--- src/rtl/y86_pkg.sv ---
// Shared Y86-64 encodings for the pipeline stages and their control logic.
// Holds the icode, stat and register-ID constants, the run-state enum
// used by the pipeline controller, and the exc() status classifier.
package y86_pkg;

    // Instruction codes
    localparam logic [3:0] I_HALT   = 4'h0;
    localparam logic [3:0] I_NOP    = 4'h1;
    localparam logic [3:0] I_MRMOVQ = 4'h5;
    localparam logic [3:0] I_OPQ    = 4'h6;
    localparam logic [3:0] I_JXX    = 4'h7;
    localparam logic [3:0] I_RET    = 4'h9;
    localparam logic [3:0] I_POPQ   = 4'hB;

    // Status codes
    localparam logic [3:0] S_AOK = 4'h1;
    localparam logic [3:0] S_HLT = 4'h2;
    localparam logic [3:0] S_ADR = 4'h3;
    localparam logic [3:0] S_INS = 4'h4;

    // "No register" ID
    localparam logic [3:0] RNONE = 4'hF;

    typedef enum logic {
        RUN,
        HALTED
    } runState_t;

    // Any status other than HLT/ADR/INS (including out-of-range codes)
    // behaves as AOK.
    function automatic logic exc(input logic [3:0] s);
        return (s == S_HLT) || (s == S_ADR) || (s == S_INS);
    endfunction

endpackage

--- src/rtl/pipe_hazard.sv ---
// Pure-combinational hazard detector for the five-stage pipe.
// Ports:
//   D_icode, E_icode, M_icode : icodes in decode/execute/memory registers
//   E_dstM                    : execute-stage load destination (RNONE = none)
//   d_srcA, d_srcB            : decode-stage source register IDs
//   e_Cnd                     : branch condition evaluated in execute
//   loadUse                   : load in E feeds a source read in D
//   mispred                   : conditional jump in E was not taken
//   retPend                   : a RET is in D, E or M
module pipe_hazard
    import y86_pkg::*;
(
    input  logic [3:0] D_icode,
    input  logic [3:0] E_icode,
    input  logic [3:0] M_icode,
    input  logic [3:0] E_dstM,
    input  logic [3:0] d_srcA,
    input  logic [3:0] d_srcB,
    input  logic       e_Cnd,
    output logic       loadUse,
    output logic       mispred,
    output logic       retPend
);

    always_comb begin
        loadUse = ((E_icode == I_MRMOVQ) || (E_icode == I_POPQ)) &&
                  (E_dstM != RNONE) &&
                  ((E_dstM == d_srcA) || (E_dstM == d_srcB));
        mispred = (E_icode == I_JXX) && !e_Cnd;
        retPend = (D_icode == I_RET) || (E_icode == I_RET) ||
                  (M_icode == I_RET);
    end

endmodule

--- src/rtl/pipe_ctrl.sv ---
// Pipeline control unit for the five-stage Y86-64 core.
// Computes per-cycle stall/bubble controls and the CC write enable,
// freezes the pipe once an exception retires, and keeps saturating
// performance counters.
// Ports:
//   clk, rst                         : clock, synchronous active-high reset
//   D/E/M/W_icode                    : icodes in the stage registers
//   E_dstM, d_srcA, d_srcB, e_Cnd    : hazard-detection inputs
//   m_stat, W_stat                   : memory-stage and writeback status
//   F_stall, D_stall, W_stall        : hold the named stage register
//   D_bubble, E_bubble, M_bubble     : load NOP/AOK into the named register
//   set_cc                           : condition-code write enable
//   halted, cpu_stat                 : frozen flag and latched final status
//   cyc_cnt, ret_cnt, stall_cnt, bub_cnt : saturating counters
module pipe_ctrl
    import y86_pkg::*;
#(
    parameter int unsigned CNT_W = 32
) (
    input  logic             clk,
    input  logic             rst,
    input  logic [3:0]       D_icode,
    input  logic [3:0]       E_icode,
    input  logic [3:0]       M_icode,
    input  logic [3:0]       W_icode,
    input  logic [3:0]       E_dstM,
    input  logic [3:0]       d_srcA,
    input  logic [3:0]       d_srcB,
    input  logic             e_Cnd,
    input  logic [3:0]       m_stat,
    input  logic [3:0]       W_stat,
    output logic             F_stall,
    output logic             D_stall,
    output logic             W_stall,
    output logic             D_bubble,
    output logic             E_bubble,
    output logic             M_bubble,
    output logic             set_cc,
    output logic             halted,
    output logic [3:0]       cpu_stat,
    output logic [CNT_W-1:0] cyc_cnt,
    output logic [CNT_W-1:0] ret_cnt,
    output logic [CNT_W-1:0] stall_cnt,
    output logic [CNT_W-1:0] bub_cnt
);

    localparam logic [CNT_W-1:0] CNT_MAX = '1;
    localparam logic [CNT_W-1:0] CNT_ONE = {{(CNT_W-1){1'b0}}, 1'b1};

    runState_t state, stateNext;
    logic      loadUse, mispred, retPend;
    logic      mExc, wExc;
    logic [1:0]       bubInc;
    logic [CNT_W-1:0] bubIncW;

    pipe_hazard uHazard (
        .D_icode (D_icode),
        .E_icode (E_icode),
        .M_icode (M_icode),
        .E_dstM  (E_dstM),
        .d_srcA  (d_srcA),
        .d_srcB  (d_srcB),
        .e_Cnd   (e_Cnd),
        .loadUse (loadUse),
        .mispred (mispred),
        .retPend (retPend)
    );

    assign mExc = exc(m_stat);
    assign wExc = exc(W_stat);

    always_ff @(posedge clk) begin
        if (rst) begin
            state    <= RUN;
            cpu_stat <= S_AOK;
        end else begin
            state <= stateNext;
            if (state == RUN && wExc)
                cpu_stat <= W_stat;
        end
    end

    // The frozen override is suppressed while rst is high so the reset
    // cycle already sees the RUN equations.
    always_comb begin
        stateNext = state;
        F_stall   = loadUse || retPend;
        D_stall   = loadUse;
        D_bubble  = mispred || (retPend && !loadUse);
        E_bubble  = mispred || loadUse;
        M_bubble  = mExc || wExc;
        W_stall   = wExc;
        set_cc    = (E_icode == I_OPQ) && !mExc && !wExc;
        case (state)
            RUN: begin
                if (wExc)
                    stateNext = HALTED;
            end
            HALTED: begin
                if (!rst) begin
                    F_stall  = 1'b1;
                    D_stall  = 1'b1;
                    W_stall  = 1'b1;
                    D_bubble = 1'b0;
                    E_bubble = 1'b1;
                    M_bubble = 1'b1;
                    set_cc   = 1'b0;
                end
            end
            default: stateNext = RUN;
        endcase
    end

    assign halted  = (state == HALTED);
    assign bubInc  = {1'b0, D_bubble} + {1'b0, E_bubble} + {1'b0, M_bubble};
    assign bubIncW = {{(CNT_W-2){1'b0}}, bubInc};

    always_ff @(posedge clk) begin
        if (rst) begin
            cyc_cnt   <= '0;
            ret_cnt   <= '0;
            stall_cnt <= '0;
            bub_cnt   <= '0;
        end else if (state == RUN) begin
            if (cyc_cnt != CNT_MAX)
                cyc_cnt <= cyc_cnt + CNT_ONE;
            if (W_stat == S_AOK && W_icode != I_NOP && !W_stall &&
                ret_cnt != CNT_MAX)
                ret_cnt <= ret_cnt + CNT_ONE;
            if (F_stall && stall_cnt != CNT_MAX)
                stall_cnt <= stall_cnt + CNT_ONE;
            // Multi-step increment: clamp when the headroom is smaller.
            if (bub_cnt > CNT_MAX - bubIncW)
                bub_cnt <= CNT_MAX;
            else
                bub_cnt <= bub_cnt + bubIncW;
        end
    end

endmodule

--- config.mk ---
export PLATFORM = sky130hd
export DESIGN_NAME = pipe_ctrl
export DESIGN_NICKNAME = d
export VERILOG_FILES = /design/src/rtl/y86_pkg.sv /design/src/rtl/pipe_hazard.sv /design/src/rtl/pipe_ctrl.sv
export SDC_FILE = /design/constraint.sdc
export NUM_CORES = 1
export LEC_CHECK = 0
export ABC_AREA = 1
export ABC_CLOCK_PERIOD_IN_PS = 3800
export CAP_MARGIN = 5
export CORE_UTILIZATION = 45
export DETAILED_ROUTE_END_ITERATION = 7
export PLACE_DENSITY = 0.77
export SYNTH_ARGS = -nofsm -noshare
export SYNTH_HDL_FRONTEND = slang
export SYNTH_HIERARCHICAL = 1
export SYNTH_SLANG_ARGS = --single-unit
--- constraint.sdc ---
create_clock -name clk -period 3.8 [get_ports clk]
set_input_delay 0.76 -clock clk [delete_from_list [all_inputs] [get_ports clk]]
set_output_delay 0.76 -clock clk [all_outputs]
set_load 0.05 [all_outputs]
; Word-level counts from Yosys, hierarchy flattened
; Index checks and enable logic that the tools add are counted.
[word_totals]
regBits = 133
in_bits = 39
out_inout_bits = 140
elab_cells = 84
[classes]
n_reduce_logical = 31
n_bitwise = 1
n_mux = 17
n_eq_ne = 21
magnitude_cmp = 1
add_sub_neg = 7
[ops]
columns = op, n
row1 = adder 32 x 1 -> 32 bit (second input constant), 3
row2 = inequality test 32 bit (second input constant), 3
row3 = adder 32 x 2 -> 32 bit, 1
row4 = greater-than comparator 32 bit, 1
row5 = two-way mux 32 bit, 1
row6 = equality test 4 x 3 -> 1 bit (second input constant), 5
row7 = equality test 4 x 2 -> 1 bit (second input constant), 4
row8 = equality test 4 bit (second input constant), 4
row9 = two-way mux 1 bit, 16
row10 = logical OR 1 bit, 12
row11 = logical AND 1 bit, 11
row12 = equality test 4 bit, 2
row13 = AND reduction 2 bit, 3
row14 = logical NOT 1 bit, 5
row15 = equality test 4 x 1 -> 1 bit (second input constant), 1
row16 = inequality test 4 x 1 -> 1 bit (second input constant), 1
row17 = inequality test 4 bit (second input constant), 1
row18 = subtractor 1 x 3 -> 4 bit (first input constant), 1
row19 = adder 1 x 1 -> 2 bit, 1
row20 = adder 2 x 1 -> 2 bit, 1
row21 = inverter 1 bit, 1

; Longest topological paths before layout
; Gate-level depths: netlist of the first run.
[logic_depth]
depth_word = 14
depth_mapped = 23
depth_no_buf = 23

; Hierarchy
; Netlist of the first run, hierarchy kept.
[modules_own_cells]
columns = mod, seq_area_each_um2, cells_each, area_per_inst_um2, instances
row1 = pipe_ctrl, 2662.6, 1413, 8777.2, 1
row2 = pipe_hazard, 0.0, 59, 242.7, 1

; Least setup slack after synthesis of the first run
; OpenSTA, ideal clock, no wires.
[synth_path]
kind = in2reg
start = in rst
end = reg bub_cnt[12]
arrival_time_ns = 4.120
path_stages = 16
required_time_ns = 3.686
path_buffers = 1
slack_ns = -0.434
setup_time_ns = 0.114
path_cell_list = clkbuf_1 > clkinv_1 > a21oi_1 > inv_1 > fa_1 > inv_1 > ha_1 > fa_1 > nand2_1 > nor2_1 > nand3_1 > nor2_1 > nand2_1 > nor2_1 > o21bai_1 > inv_1
[synth_via]
elab_chain_len = 7
elab_cells_between_ends = 12
classes_between = add/sub (4) / order compare (1) / mux (7)
[synth_lines]
columns = item, line
row1 = "start, declared", pipe_ctrl.sv:21  ; input logic rst,
row2 = two-way mux 1 bit *, pipe_ctrl.sv:100  ; if (!rst) begin
row3 = two-way mux 1 bit *, pipe_ctrl.sv:94  ; case (state)
row4 = via D_bubble, pipe_ctrl.sv:35  ; output logic D_bubble,
row5 = adder 1 x 1 -> 2 bit *, pipe_ctrl.sv:115  ; assign bubInc = {1'b0, D_bubble} + {1'b0, E_bubble} + {1'b0, M_bubble};
row6 = adder 2 x 1 -> 2 bit *, pipe_ctrl.sv:115
row7 = subtractor 1 x 3 -> 4 bit, pipe_ctrl.sv:133  ; if (bub_cnt > CNT_MAX - bubIncW)
row8 = greater-than comparator 32 bit, pipe_ctrl.sv:133
row9 = two-way mux 32 bit *, pipe_ctrl.sv:133
row10 = "end signal, assigned", pipe_ctrl.sv:136  ; bub_cnt <= bub_cnt + bubIncW;
row11 = "end, declared", pipe_ctrl.sv:44  ; output logic [CNT_W-1:0] bub_cnt
; Mark *: on every way through the listed nets, which the timed path passes. The rest lies on a longest branch.
; A chain may end at the register's enable or synchronous reset.

; Worst setup path in the final report of the first run
[layout_path]
start = in E_icode[0]
end = reg bub_cnt[28]
[layout_via]
elab_chain_len = 14
elab_cells_between_ends = 24
classes_between = add/sub (4) / order compare (1) / eq/ne (4) / mux (5) / reduce/logical (10)
[layout_lines]
columns = item, line
row1 = "start, declared", pipe_ctrl.sv:23  ; input logic [3:0] E_icode,
row2 = equality test 4 x 3 -> 1 bit or equality test 4 bit (tied branches), pipe_hazard.sv:26  ; loadUse = ((E_icode == I_MRMOVQ) || (E_icode == I_POPQ)) &&
row3 = logical OR 1 bit *, pipe_hazard.sv:26
row4 = logical AND 1 bit *, pipe_hazard.sv:26
row5 = logical AND 1 bit *, pipe_hazard.sv:27  ; (E_dstM != RNONE) &&
row6 = via loadUse, pipe_ctrl.sv:51  ; logic loadUse, mispred, retPend;
row7 = logical NOT 1 bit, pipe_ctrl.sv:89  ; D_bubble = mispred || (retPend && !loadUse);
row8 = logical AND 1 bit, pipe_ctrl.sv:89
row9 = logical OR 1 bit, pipe_ctrl.sv:89
row10 = two-way mux 1 bit, pipe_ctrl.sv:100
row11 = two-way mux 1 bit, pipe_ctrl.sv:94
row12 = adder 1 x 1 -> 2 bit *, pipe_ctrl.sv:115
row13 = adder 2 x 1 -> 2 bit *, pipe_ctrl.sv:115
row14 = subtractor 1 x 3 -> 4 bit, pipe_ctrl.sv:133
row15 = greater-than comparator 32 bit, pipe_ctrl.sv:133
row16 = two-way mux 32 bit *, pipe_ctrl.sv:133
; Marked as above.

==> qor.log, run 1 <==
INFO  status         run_status=finished, final reports clean
INFO  clock_tree     cts-buffers-inserted=17
INFO  setup_path     critPathCaptureType=register
INFO  finish         area_taken_by_flip_flops_and_latches=0.00266mm^2
INFO  setup_path     critical_path_arrival=3.87ns
INFO  sta            worstMarginPinSlew=0.649ns
INFO  drt            drt_wl_total=25.9mm
INFO  sta            period_share=93.5%
INFO  placed_design  dp_hpwl=19.0mm
INFO  placed_design  globalplace.congestion=0.907
INFO  floorplan      fp-row-count=51
INFO  sta            maxSlewViolCount=0
INFO  synth          netlist_instances=1472
INFO  clock_tree     clock_path_buffers=2
INFO  drt            detail_route.first_pass.iterations=5
INFO  floorplan      floorplan.die_area=0.0206mm^2
INFO  clock_tree     clock_insertion_delay_worst_skew=0.43ns
INFO  clock_tree     tritoncts_clock_tree=done
INFO  sta            timing.final.setup_violations=0
INFO  global_route   grt_pass1_wl=43.0mm
INFO  synth          synthesized_area_divided_by_synthesized_cell_count=6.13um^2
INFO  clock_tree     postCtsHoldBufs=0
INFO  synth          syn-cell-area=0.00902mm^2
INFO  setup_path     timing_worst_setup_path_type=input pin to register
INFO  finish         antenna_cells_inserted=0
INFO  finish         finish.utilization=60.8%
INFO  drt            drcViolationCount=0
INFO  clock_tree     cts.sink_count=133
INFO  finish         fillCellCount=1876
INFO  power          ir_drop=0.000288V
INFO  setup_path     worstPathMaxFanout=6
INFO  finish         post_layout_nonfiller_instances=1951
INFO  synth          yosys.cell_types.count=38
INFO  floorplan      fp.dieH=144um
INFO  global_route   global_route.usage.total=26.1%
INFO  min_path       holdCritPathClass=register to register
INFO  setup_path     worstRegToRegCells=18
INFO  sta            maxClockFrequency=282MHz
INFO  finish         drive_above_1_share=10.1%
INFO  power          total_leakage_power=4.57nW
INFO  floorplan      initial_utilization=46.2%
INFO  setup_path     worst_setup_path_start_kind=input pin
INFO  power          post-layout-total-power=3.51mW
INFO  global_route   grt_remaining_overflow=0
INFO  floorplan      chipWidth=144um
INFO  sta            post-route-min-period=3.55ns
INFO  placed_design  dp.cells=1918
INFO  global_route   grt_max_degree=54
INFO  drt            drt_first_iter_violations=732
INFO  min_path       hold_depth=2
INFO  finish         multi_input_area=0.00563mm^2
INFO  synth          syn_nets=1520
INFO  synth          ys_ff_latch=133
INFO  floorplan      floorplan.io_pins=179
INFO  placed_design  port_buffers=178
INFO  flow_run       cap_viol_max_count=0
INFO  sta            worst_slack=0.248ns
INFO  setup_path     cp.required=4.12ns
INFO  sta            max-slew-margin-rel=56.7%
INFO  drt            route.vias.total=9825
INFO  global_route   grt_antenna_before_repair=0
INFO  global_route   grt_pass1_vias=9046
INFO  drt            drt-wirelength-per-cell=13.3um
INFO  drt            drt.antenna.violating_nets=0
INFO  finish         syn2layout_area_growth=31.6%
INFO  power          power_density_over_the_cells=295mW/mm^2
INFO  synth          proportion_of_synthesized_chip_area_in_sequential_cells=29.5%
INFO  drt            drt-vias-per-instance=5.04
INFO  sta            timing.clock.skew=0.0126ns
INFO  sta            timing.final.hold_violations=0
INFO  synth          ys.warnings.count=6
INFO  clock_tree     clk_pin_slew_worst_paths=0.06ns
INFO  finish         finish.net_count=1721
INFO  floorplan      core=0.0195mm^2
INFO  sta            finalHoldWorstSlack=0.438ns
INFO  placed_design  place_worst_setup_slack=-0.358ns
INFO  clock_tree     cts_htree_levels=4
INFO  clock_tree     ctsRootBufferMaster=sky130_fd_sc_hd__clkbuf_16
-- worst max-delay path: stages --
cell	delay [ns]
sky130_fd_sc_hd__clkdlybuf4s50_1	0.53
sky130_fd_sc_hd__nand2_1	0.09
sky130_fd_sc_hd__o21ai_2	0.13
sky130_fd_sc_hd__nand2_1	0.07
sky130_fd_sc_hd__a21oi_2	0.09
sky130_fd_sc_hd__inv_1	0.08
sky130_fd_sc_hd__a21oi_2	0.19
sky130_fd_sc_hd__a21oi_4	0.04
sky130_fd_sc_hd__inv_1	0.08
sky130_fd_sc_hd__fa_1	0.42
sky130_fd_sc_hd__inv_2	0.08
sky130_fd_sc_hd__ha_4	0.13
sky130_fd_sc_hd__fa_2	0.20
sky130_fd_sc_hd__nand2_1	0.09
sky130_fd_sc_hd__nor2_2	0.19
sky130_fd_sc_hd__nand3_2	0.14
sky130_fd_sc_hd__nor2_4	0.22
sky130_fd_sc_hd__nand3_1	0.09
sky130_fd_sc_hd__nand2_1	0.06
sky130_fd_sc_hd__nand3_1	0.06
sky130_fd_sc_hd__nand2_1	0.07
sky130_fd_sc_hd__inv_1	0.05
-- cells in the final DEF (no fill, tap or decap), types with 5 or more instances in the layout --
cell | Yosys | final
sky130_fd_sc_hd__xnor2_1 | 23 | 23
sky130_fd_sc_hd__a21oi_2 | 26 | 27
sky130_fd_sc_hd__dfxtp_1 | 133 | 133
sky130_fd_sc_hd__clkdlybuf4s50_1 | 0 | 166
sky130_fd_sc_hd__inv_1 | 141 | 140
sky130_fd_sc_hd__buf_4 | 0 | 40
sky130_fd_sc_hd__a21oi_1 | 66 | 64
sky130_fd_sc_hd__ha_1 | 7 | 6
sky130_fd_sc_hd__clkbuf_16 | 0 | 17
sky130_fd_sc_hd__dlymetal6s2s_1 | 0 | 5
sky130_fd_sc_hd__nand4_1 | 33 | 33
sky130_fd_sc_hd__nor2_1 | 236 | 234
sky130_fd_sc_hd__nand3b_1 | 31 | 31
sky130_fd_sc_hd__nand2_1 | 513 | 513
sky130_fd_sc_hd__nor3_1 | 11 | 10
sky130_fd_sc_hd__o21ai_0 | 21 | 20
sky130_fd_sc_hd__nor2_4 | 7 | 8
sky130_fd_sc_hd__xor2_1 | 28 | 28
sky130_fd_sc_hd__nand2_2 | 29 | 29
sky130_fd_sc_hd__nand3_1 | 96 | 95
sky130_fd_sc_hd__nor2_2 | 7 | 8
-- synth_stat cells --
master	instances	area share, %
sky130_fd_sc_hd__buf_6	6	0.75
sky130_fd_sc_hd__nand2_1	513	21
sky130_fd_sc_hd__nand3_4	2	0.39
sky130_fd_sc_hd__xor2_1	28	2.7
sky130_fd_sc_hd__dfxtp_1	133	30
sky130_fd_sc_hd__xnor2_1	23	2.2
sky130_fd_sc_hd__a21oi_1	66	3.7
sky130_fd_sc_hd__or2_2	1	0.069
sky130_fd_sc_hd__a31oi_1	4	0.28
sky130_fd_sc_hd__o311ai_0	1	0.097
sky130_fd_sc_hd__buf_2	6	0.33
sky130_fd_sc_hd__ha_1	7	0.97
sky130_fd_sc_hd__inv_1	141	5.9
sky130_fd_sc_hd__nand3_1	96	5.3
sky130_fd_sc_hd__buf_12	2	0.44
sky130_fd_sc_hd__o21ai_0	21	1.2
sky130_fd_sc_hd__o21bai_1	1	0.083
sky130_fd_sc_hd__nor2_4	7	0.87
sky130_fd_sc_hd__nand4_1	33	2.3
sky130_fd_sc_hd__o211ai_1	1	0.083
sky130_fd_sc_hd__nand3b_1	31	2.6
sky130_fd_sc_hd__buf_8	1	0.17
sky130_fd_sc_hd__nor2_1	236	9.8
sky130_fd_sc_hd__and2_1	3	0.21
sky130_fd_sc_hd__nand2_8	2	0.44
sky130_fd_sc_hd__nor2_2	7	0.49
sky130_fd_sc_hd__inv_2	3	0.12
sky130_fd_sc_hd__nor3_2	1	0.11
sky130_fd_sc_hd__inv_4	3	0.21
sky130_fd_sc_hd__clkbuf_1	17	0.71
sky130_fd_sc_hd__nand2_2	29	2.0
sky130_fd_sc_hd__nor2_8	2	0.44
sky130_fd_sc_hd__nand2_4	4	0.50
sky130_fd_sc_hd__a21oi_2	26	2.5
sky130_fd_sc_hd__nor3_1	11	0.61
sky130_fd_sc_hd__and3_1	1	0.069
sky130_fd_sc_hd__clkinv_1	1	0.042
sky130_fd_sc_hd__fa_1	2	0.44
-- metrics by stage --
| step | setup TNS (ns) | instance area, um^2 |
|---|---|---|
| 6_report | 0 | 11900 |
| 2_1_floorplan | 0 | 9030 |
| 3_3_place_gp | -3.05 | 11200 |
| 3_5_place_dp | -4.81 | 11200 |
| 4_1_cts | 0 | 11800 |
| 5_1_grt | -0.0973 | 11900 |
-- routing by layer --
metal / routed length, um / track usage, %
met3: 1590 / 6.03
met4: 468 / 8.23
met5: 0 / 0
met2: 12400 / 44.9
met1: 11400 / 32.1
-- power breakdown --
part	leakage [nW]	switching [mW]	internal, mW
clock network	0.281	0.662	1.02
registers	1.07	0.0225	1.41
logic	3.21	0.247	0.146
total	4.57	0.931	2.58
-- worst paths after layout --
path	start	end	slack (ns)
max	E_icode[0]	bub_cnt[28]	0.25
min reg2reg	cpu_stat[3]	cpu_stat[3]	0.44
min	cpu_stat[3]	cpu_stat[3]	0.44
max reg2reg	halted	bub_cnt[28]	0.82
-- sequential cells by signal (all words and copies together), names as in the netlist --
register / count
cyc_cnt: 32
bub_cnt: 32
ret_cnt: 32
cpu_stat: 4
halted: 1
stall_cnt: 32
-- area by class of cell --
class                           count  share of cell area, %
Clock buffer                       21                   3.96
Multi-Input combinational cell   1159                   47.4
Sequential cell                   133                   22.4
Tap cell                          265                   2.79
Timing Repair Buffer              214                   17.6
Inverter                          148                   4.74
Clock inverter                     11                   1.06
-- cell families after synthesis --
logic type	synth area share [%]
XOR/XNOR	4.95
buffers and inverters	8.64
adder cells (fa/ha/maj)	1.41
flip-flops	29.5
AND/OR/NAND/NOR	47.6
AO/OA/AOI/OAI	7.89
-- timing repair --
action                     in CTS  in global routing
setup endpoints to repair       0                 17
gates resized for setup         0                 18
setup buffers                   0                  1
hold endpoints to repair        0                  0
(Power assumes the default switching activity.)
==> run 2, diff against run 1 <==
ABC_AREA = unset   (was 1)
GPL_TIMING_DRIVEN = 0   (was unset)
PLACE_DENSITY = 0.8   (was 0.77)
==> run 2 against run 1 <==
Fmax decreased by 3.0%. Final cell count decreased by 37%. Largest power group unchanged. Highest routed layer is now met5. Combinational power decreased by 14%.
==> qor.log, run 2 <==
INFO  status         run_status=finished, final reports clean
INFO  synth          synthFlopType=sky130_fd_sc_hd__dfxtp_1
INFO  power          post-layout-total-power=3.31mW
INFO  setup_path     cp_slowest_cell=sky130_fd_sc_hd__clkdlybuf4s50_1
INFO  drt            drt.antenna.violating_nets=0
INFO  global_route   gr-usage-met1=31.4%
INFO  placed_design  dp.cells=1192
INFO  drt            detail_route.first_pass.iterations=5
INFO  setup_path     timing_worst_setup_path_type=input pin to register
INFO  power          ir_drop=0.000247V
INFO  power          intPower=2.48mW
INFO  synth          proportion_of_synthesized_chip_area_in_sequential_cells=38.2%
INFO  synth          post-synth-top-area-cell=sky130_fd_sc_hd__dfxtp_1
INFO  finish         finish.utilization=64.3%
INFO  synth          synthesized_area_divided_by_synthesized_cell_count=8.45um^2
INFO  global_route   grt_remaining_overflow=0
INFO  finish         drive_above_1_share=10.5%
INFO  floorplan      core=0.0151mm^2
INFO  setup_path     critPathCaptureType=register
INFO  flow_run       cap_viol_max_count=0
INFO  synth          yosys-top-cells-area=sky130_fd_sc_hd__dfxtp_1 (38%), sky130_fd_sc_hd__a21oi_1 (5.9%), sky130_fd_sc_hd__xnor2_1 (4.6%), sky130_fd_sc_hd__or3_1 (4.0%), sky130_fd_sc_hd__nor2_1 (3.6%)
INFO  sta            worstMarginPinSlew=0.812ns
INFO  drt            drt_first_iter_violations=404
INFO  clock_tree     ctsRootBufferMaster=sky130_fd_sc_hd__clkbuf_16
INFO  synth          synth_async_sr_flop_share=0%
INFO  global_route   globalRouteMet3Util=6.12%
INFO  global_route   grt_pass1_wl=32.1mm
INFO  finish         final_common_cell=sky130_fd_sc_hd__clkdlybuf4s50_1
INFO  global_route   global_route.usage.total=24.9%
INFO  sta            worst_slack=0.140ns
INFO  floorplan      chipWidth=127um
INFO  finish         syn2layout_area_growth=39.6%
INFO  floorplan      initial_utilization=46.1%
INFO  power          clockPowerShare=46.4%
INFO  sta            maxClockFrequency=273MHz
INFO  setup_path     path_cells=clkdlybuf4s50_1 > nor4bb_4 > or3_4 > nor2b_1 > o21ai_2 > fa_1 > buf_4 > ha_1 > nand2_1 > o2111ai_1 > nor3_1 > and4b_1 > a211oi_1
INFO  setup_path     cpPeakStageDelay=0.50ns
INFO  drt            drt_wl_total=20.1mm
INFO  drt            drcViolationCount=0
INFO  sta            post-route-min-period=3.66ns
INFO  setup_path     worstPathMaxFanout=3
INFO  clock_tree     cts-buffers-inserted=17
INFO  power          power_density_over_the_cells=340mW/mm^2
INFO  synth          synth_edf_count=0
INFO  synth          ys.warnings.count=6
INFO  floorplan      fp.dieH=127um
INFO  clock_tree     tritoncts_clock_tree=done
INFO  setup_path     cp.required=4.12ns
INFO  global_route   grt_antenna_before_repair=3
INFO  sta            timing.clock.skew=0.00519ns
INFO  synth          syn-cell-area=0.00698mm^2
INFO  floorplan      floorplan.io_pins=179
INFO  synth          ys_ff_latch=133
INFO  sta            timing.final.setup_violations=0
INFO  placed_design  port_buffers=178
INFO  floorplan      fp-row-count=45
INFO  synth          syn_nets=874
INFO  clock_tree     clk_pin_slew_worst_paths=0.06ns
INFO  sta            maxSlewViolCount=0
INFO  clock_tree     clock_insertion_delay_worst_skew=0.41ns
INFO  placed_design  dp_hpwl=14.6mm
INFO  clock_tree     cts.sink_count=133
INFO  setup_path     worst_setup_path_start_kind=input pin
INFO  power          reg_power_share=43.3%
INFO  floorplan      floorplan.die_area=0.0160mm^2
INFO  sta            max-slew-margin-rel=45.4%
INFO  drt            route.vias.total=7086
INFO  sta            finalHoldWorstSlack=0.476ns
INFO  global_route   grt_pass1_vias=6374
INFO  placed_design  globalplace.congestion=0.854
INFO  global_route   grt_most_used_layer=met2
INFO  synth          yosysMostFrequentCell=sky130_fd_sc_hd__dfxtp_1
INFO  drt            drt-vias-per-instance=5.76
INFO  finish         finish.net_count=1077
INFO  setup_path     wp_buf_inv=2
INFO  sta            timing.final.hold_violations=0
INFO  finish         post_layout_nonfiller_instances=1231
INFO  placed_design  place_worst_setup_slack=-0.819ns
INFO  power          power_switching_share=25.1%
INFO  clock_tree     cts_htree_levels=4
INFO  power          power.net_switching=0.831mW
INFO  synth          netlist_instances=826
INFO  power          pwr-share-comb=10.2%
INFO  drt            drt-wirelength-per-cell=16.4um
INFO  clock_tree     clock_path_buffers=2
INFO  global_route   grt_max_degree=17
INFO  setup_path     cp_top_family=simple AND/OR/NAND/NOR gates
INFO  setup_path     critical_path_arrival=3.98ns
INFO  synth          yosys.cell_types.count=59
INFO  power          total_leakage_power=3.30nW
INFO  finish         layout_common_cells=sky130_fd_sc_hd__clkdlybuf4s50_1 (164), sky130_fd_sc_hd__dfxtp_1 (132), sky130_fd_sc_hd__a21oi_1 (81)
INFO  sta            period_share=96.3%
INFO  synth          yosysTopAreaCellShare=38.2%
INFO  min_path       holdCritPathClass=register to register
INFO  synth          synthTopCellsByCount=sky130_fd_sc_hd__dfxtp_1 (133), sky130_fd_sc_hd__a21oi_1 (82), sky130_fd_sc_hd__nor2_1 (67)
INFO  global_route   gr-usage-met2=41.2%
run 2: what timing repair did:
item                       CTS  global route
setup endpoints to repair   36            31
hold buffers                 0             0
gates cloned                 0             0
gates resized for setup     16            28
buffers inserted             3             3
pin swaps                    4             9
run 2: cells by family (layout without fill, tap and decap cells):
family / Yosys count / count (layout) / synth area share (%)
xor+xnor: 61 / 61 / 7.66
buf+inv: 64 / 280 / 3.60
mux: 21 / 21 / 3.26
simple gates: 369 / 369 / 31.2
fa+ha+maj: 9 / 9 / 1.83
compound gates: 169 / 169 / 14.3
flops: 133 / 133 / 38.2
other cells: 0 / 1 / 0
run 2: layer usage:
metal	up-vias	part of all wire (%)	wire length, um
li1	3457	-	-
met1	3366	44	8840
met2	230	48	9660
met3	29	6.5	1310
met4	4	1.5	302
met5	-	0.10	21
run 2: worst paths after layout:
check	depth (start not counted)	slack, ns	start	to
worst max-delay path	13	0.14	D_icode[1]	bub_cnt[24]
worst min-delay path	1	0.48	cpu_stat[3]	cpu_stat[3]
worst max register to register	13	0.34	halted	bub_cnt[24]
worst min register to register	1	0.48	cpu_stat[3]	cpu_stat[3]
run 2: stage by stage:
stage | area [um^2] | TNS [ns]
floorplan | 6990 | 0
global placement | 9000 | -13.84
detailed placement | 9000 | -19.35
CTS | 9630 | 0
global route | 9740 | -0.0159
finish | 9740 | 0
run 2: area by class of cell:
cell class	count	area, um^2
Clock inverter	8	47.5
Clock buffer	24	512
Fill cell	1264	5400
Tap cell	188	235
Timing Repair Buffer	184	1840
Sequential cell	133	2660
Buffer	41	170
Antenna cell	1	2.50
Inverter	23	86.3
Multi-Input combinational cell	629	4180
run 2: power groups by stage:
stage	combinational, mW	sequential (mW)	clock [mW]
after floorplan	0.134	1.51	0
after global placement	0.312	1.46	0
after detailed placement	0.319	1.46	0
after CTS	0.325	1.43	1.55
after global routing	0.363	1.44	1.62
final	0.339	1.44	1.54
